==> src/rtl/alu_flags_reg.sv <==
// -----------------------------------------------------------------------------
// alu_flags_reg
//   NZCV status-flag register for the ALU datapath. Derives N/Z/C/V from the
//   ALU result, adder carry-out and operand sign bits, and latches them on a
//   flag-setting op. Also evaluates a 4-bit condition code against the latched
//   flags for predicated execution.
//
// Parameters
//   WIDTH     ALU result width in bits (>= 2)
//   ARITH_OP  alu_control[3:1] value marking add/sub; alu_control[0]=1 is sub
//
// Ports
//   clk, rst_n     rising-edge clock, asynchronous active-low reset
//   valid_in       ALU result/control valid this cycle
//   flags_we       S-bit: update flags when valid_in=1
//   alu_control    ALU op code
//   alu_result     ALU result
//   carry_in       raw adder carry-out
//   a_msb, b_msb   operand sign bits (b as presented to the ALU, pre-inversion)
//   cond_valid     condition evaluation request
//   cond           condition code (EQ NE CS CC MI PL VS VC HI LS GE LT GT LE AL NV)
//   flags_out      registered {N,Z,C,V}
//   cond_pass      registered condition result (0 whenever cond_vld_out=0)
//   cond_vld_out   cond_pass valid, one cycle after cond_valid
//
// Optional feature (macro STICKY_OVF_EN)
//   q_clr          synchronous clear of the sticky overflow flag
//   q_flag         sticky overflow; set the cycle after an update writes V=1,
//                  held until q_clr; a same-cycle set beats the clear
//
// Handshake: valid_in is a qualifier only (no ready, never stalls). When
// valid_in=0 every other update input is ignored; when valid_in=1 and
// flags_we=1 the flags are written at that clock edge. cond_valid is likewise
// accepted every cycle and answered exactly one cycle later.
// -----------------------------------------------------------------------------
module alu_flags_reg #(
  parameter int          WIDTH    = 32,
  parameter logic [2:0]  ARITH_OP = 3'b100
) (
  input  logic             clk,
  input  logic             rst_n,
  input  logic             valid_in,
  input  logic             flags_we,
  input  logic [3:0]       alu_control,
  input  logic [WIDTH-1:0] alu_result,
  input  logic             carry_in,
  input  logic             a_msb,
  input  logic             b_msb,
  input  logic             cond_valid,
  input  logic [3:0]       cond,
  output logic [3:0]       flags_out,
  output logic             cond_pass,
  output logic             cond_vld_out
`ifdef STICKY_OVF_EN
  ,
  input  logic             q_clr,
  output logic             q_flag
`endif
);

  logic flag_n, flag_z, flag_c, flag_v;
  logic upd;
  logic is_arith;
  logic is_sub;
  logic res_msb;
  logic v_calc;
  logic cond_eval;

  assign upd      = valid_in & flags_we;
  assign is_arith = (alu_control[3:1] == ARITH_OP);
  assign is_sub   = alu_control[0];
  assign res_msb  = alu_result[WIDTH-1];

  // b_msb is the un-inverted operand, so subtraction overflows when the
  // operand signs differ and the result sign departs from A.
  always_comb begin
    v_calc = 1'b0;
    if (is_sub) v_calc = (a_msb != b_msb) & (res_msb != a_msb);
    else        v_calc = (a_msb == b_msb) & (res_msb != a_msb);
  end

  // N and Z follow every op; C and V only change on add/sub and otherwise
  // keep their earlier values.
  always_ff @(posedge clk or negedge rst_n) begin
    if (!rst_n) begin
      flag_n <= 1'b0;
      flag_z <= 1'b0;
      flag_c <= 1'b0;
      flag_v <= 1'b0;
    end else if (upd) begin
      flag_n <= res_msb;
      flag_z <= (alu_result == '0);
      if (is_arith) begin
        flag_c <= carry_in;
        flag_v <= v_calc;
      end
    end
  end

  assign flags_out = {flag_n, flag_z, flag_c, flag_v};

  // Evaluated from the registered flags, so an update in the same cycle is
  // not seen by the condition (old flags win).
  always_comb begin
    cond_eval = 1'b0;
    unique case (cond)
      4'h0: cond_eval = flag_z;
      4'h1: cond_eval = ~flag_z;
      4'h2: cond_eval = flag_c;
      4'h3: cond_eval = ~flag_c;
      4'h4: cond_eval = flag_n;
      4'h5: cond_eval = ~flag_n;
      4'h6: cond_eval = flag_v;
      4'h7: cond_eval = ~flag_v;
      4'h8: cond_eval = flag_c & ~flag_z;
      4'h9: cond_eval = ~flag_c | flag_z;
      4'hA: cond_eval = (flag_n == flag_v);
      4'hB: cond_eval = (flag_n != flag_v);
      4'hC: cond_eval = ~flag_z & (flag_n == flag_v);
      4'hD: cond_eval = flag_z | (flag_n != flag_v);
      4'hE: cond_eval = 1'b1;
      4'hF: cond_eval = 1'b0;
      default: cond_eval = 1'b0;
    endcase
  end

  always_ff @(posedge clk or negedge rst_n) begin
    if (!rst_n) begin
      cond_pass    <= 1'b0;
      cond_vld_out <= 1'b0;
    end else begin
      cond_pass    <= cond_valid & cond_eval;
      cond_vld_out <= cond_valid;
    end
  end

`ifdef STICKY_OVF_EN
  // Only an add/sub update actually writes V; a set in the same cycle as
  // q_clr takes priority.
  always_ff @(posedge clk or negedge rst_n) begin
    if (!rst_n) begin
      q_flag <= 1'b0;
    end else if (upd & is_arith & v_calc) begin
      q_flag <= 1'b1;
    end else if (q_clr) begin
      q_flag <= 1'b0;
    end
  end
`endif

endmodule

==> config.mk <==
export PLATFORM = sky130hd
export DESIGN_NAME = alu_flags_reg
export DESIGN_NICKNAME = d
export VERILOG_FILES = /design/src/rtl/alu_flags_reg.sv
export SDC_FILE = /design/constraint.sdc
export NUM_CORES = 1
export LEC_CHECK = 0
export ABC_AREA = 1
export BUFFER_PORTS_ARGS = -buffer_cell sky130_fd_sc_hd__buf_2
export CELL_PAD_IN_SITES_DETAIL_PLACEMENT = 0
export CELL_PAD_IN_SITES_GLOBAL_PLACEMENT = 1
export CORE_MARGIN = 3
export CORE_UTILIZATION = 22
export CTS_BUF_LIST = sky130_fd_sc_hd__clkbuf_16
export DETAILED_ROUTE_END_ITERATION = 10
export HOLD_SLACK_MARGIN = 0.06
export PLACE_DENSITY = 0.9
export SYNTH_ARGS = -nofsm -noshare
export SYNTH_HDL_FRONTEND = slang
export SYNTH_SLANG_ARGS = --single-unit
==> constraint.sdc <==
create_clock -name clk -period 3.1 [get_ports clk]
set_input_delay 0.62 -clock clk [delete_from_list [all_inputs] [get_ports clk]]
set_output_delay 0.62 -clock clk [all_outputs]
set_load 0.02 [all_outputs]
==> run metrics <==
status complete, no violations; die height 56.0 microns; Peak VDD IR 0.206 mV; count of final hold-check violations 0; Initial Utilization 0.239; RSZ-0062 raised after global routing false; number of antenna diodes 0; final worst path period need 1470 ps; via count of the first global-routing pass about 730; Area growth syn-to-layout 62.9%; Synth Area per Inst 6.17 sq um; Finished Layout Cells 169; CTS tree built; post-synthesis net count 137; Req. time, crit path 2480 ps; Clock Skew ~1.4 ps; gpl congestion 0.767; Net Sw Frac 0.270; via/cell ratio 4.32; row cnt 17; Cell Area, Synth 549 sq um; PostCTS Resize Cnt 0; dpl cells 166; initial DRC count 12; Tot GR Track Use 0.109; leading cell type in the layout, fill and taps excluded buf_2; Worst Path Arrival 850 ps; post-CTS setup buffers 0; design internal power 305 uW; post-synthesis register bit count 6; Pre-antenna DRT Iters 3; core area 2300 sq um; Routed Antenna Nets 0; sequential area share after synthesis 0.273; Die ar. about 3100 sq um; grt total ovfl 0; fraction of layout cells with a size suffix above 1 0.433; Reg2Reg Capture Point cond_pass; Multi-input gate area 332 sq um; hold crit path type in -> async; register area 150 sq um; post-synth cell types 20; Cell Pwr Density 466 nW/um^2; CP Class reg -> out; dpl hpwl about 1.5 mm; R2R Path Start flag_v; # DRC 0; drt wl/cell roughly 9.7 microns; reg2reg path depth 8; Flop pwr share 0.237; DRT Wirelength ~1.6 mm; Slew headroom 0.781; Port Buffer Count 53; clk sinks 6; CP startpoint kind flop; Clock Latency Late Sink between 200 and 250 ps; clock root cell clkbuf_16; first-pass GRT wire length 2.75 mm; R2R setup slack 1910 ps; NetSw 113 uW; fill count 262; htree depth 1; total of max-cap violations 0; slowest stage delay, CP 420 ps; most frequent cells in the layout 53 x buf_2, 29 x nand2_1, 12 x nor2_1, 9 x inv_1; combinational power share 0.269; critical path peak fanout 5; die width 56.0 microns; # hold bufs at CTS 0; crit-path cells buf_2; Ys Warns 0; Max Slew Vio Count 0; Clk pwr share 0.494; clock tree buffer depth 2; CP bufs+invs 1; antenna violations before repair 0; CTS Buf Count 3; Clk pin slew, worst setup/hold paths 30 ps; leakage 0.503 nW; Ports 54; Top delay family on crit path flip-flops; FMAX 682 MHz; final setup fails 0; Final Cycle Share 0.473; CP Capture Type primary output; fin nets around 190; largest net degree at the start of global routing 9; slowest CP cell dfrtp_1; worst slew pin tran 325 ps; setup TNS 0 ps; Synth Instances 89; DR vias 730
## through the flow
step	power [mW]	setup slack (ps)	utilization	hold slack, ps	instance area [sq um]
after global routing	0.448	1600	0.389	225	895
after global placement	0.211	1530	0.357	454	820
after detailed placement	0.214	1500	0.357	459	820
final	0.417	1630	0.389	217	895
after floorplan	0.170	1680	-	324	549
after CTS	0.424	1640	0.389	219	895
## cell type report
type,count,share of cell area
well taps,28,0.0392
flip-flops and latches,6,0.168
inverters,10,0.0420
multi-input cells,69,0.371
clock buffers,3,0.0839
repair buffers,53,0.297
## worst max-delay path by stage
| stage | depth (start not counted) | start | slack (ps) | to |
|---|---|---|---|---|
| 2_1_floorplan | 2 | alu_control[2] | 1680 | flag_c |
| 3_3_place_gp | 3 | alu_control[2] | 1530 | flag_c |
| 3_5_place_dp | 3 | alu_control[2] | 1500 | flag_c |
| 4_1_cts | 1 | flag_n | 1640 | flags_out[3] |
| 5_1_grt | 1 | flag_n | 1600 | flags_out[3] |
| 6_report | 1 | flag_z | 1630 | flags_out[2] |
## logic make-up (layout without fill, tap and decap cells)
| family | after synthesis | count (layout) | share of synthesized area |
|---|---|---|---|
| AOI/OAI and AO/OA | 9 | 9 | 0.0979 |
| xor gates and xnor gates | 1 | 1 | 0.0159 |
| buffers and inverters | 14 | 66 | 0.123 |
| DFF | 6 | 6 | 0.273 |
| muxes | 1 | 1 | 0.0205 |
| and+or+nand+nor | 58 | 58 | 0.469 |
## sequential cells by signal (all words and copies together), names as in the netlist
| signal | cells |
|---|---|
| cond_pass | 1 |
| cond_vld_out | 1 |
| flag_c | 1 |
| flag_n | 1 |
| flag_v | 1 |
| flag_z | 1 |
## per-layer routing
metal	part of all wire	GRT usage	up-vias	routed length, microns
li1	-	-	392	-
met1	0.40	0.120	296	660
met2	0.48	0.194	40	785
met3	0.11	0.0325	2	180
met4	0.0067	0.0441	0	11
met5	0	0	-	0
## cell usage after synthesis
library cell,count,area share
nor2_2,1,0.011
a21oi_1,1,0.0091
nand4_1,2,0.023
inv_1,9,0.061
o211ai_1,1,0.014
or2_1,1,0.011
nor4_1,5,0.057
mux2_2,1,0.020
nand2_1,29,0.20
buf_4,4,0.055
xnor2_1,1,0.016
nor2_1,12,0.082
inv_2,1,0.0068
dfrtp_1,6,0.27
o21ai_0,5,0.046
a21oi_2,1,0.016
nand3_1,6,0.055
nor4_2,1,0.023
o21a_1,1,0.014
nor3_1,1,0.0091
## power groups by stage
stage	Clock, mW	Combinational (mW)	Sequential (mW)
2_1_floorplan	0	0.0707	0.0997
3_3_place_gp	0	0.111	0.0994
3_5_place_dp	0	0.114	0.0998
4_1_cts	0.211	0.114	0.0989
5_1_grt	0.216	0.131	0.101
6_report	0.206	0.112	0.0988
Power figures use the tool's default switching activity.
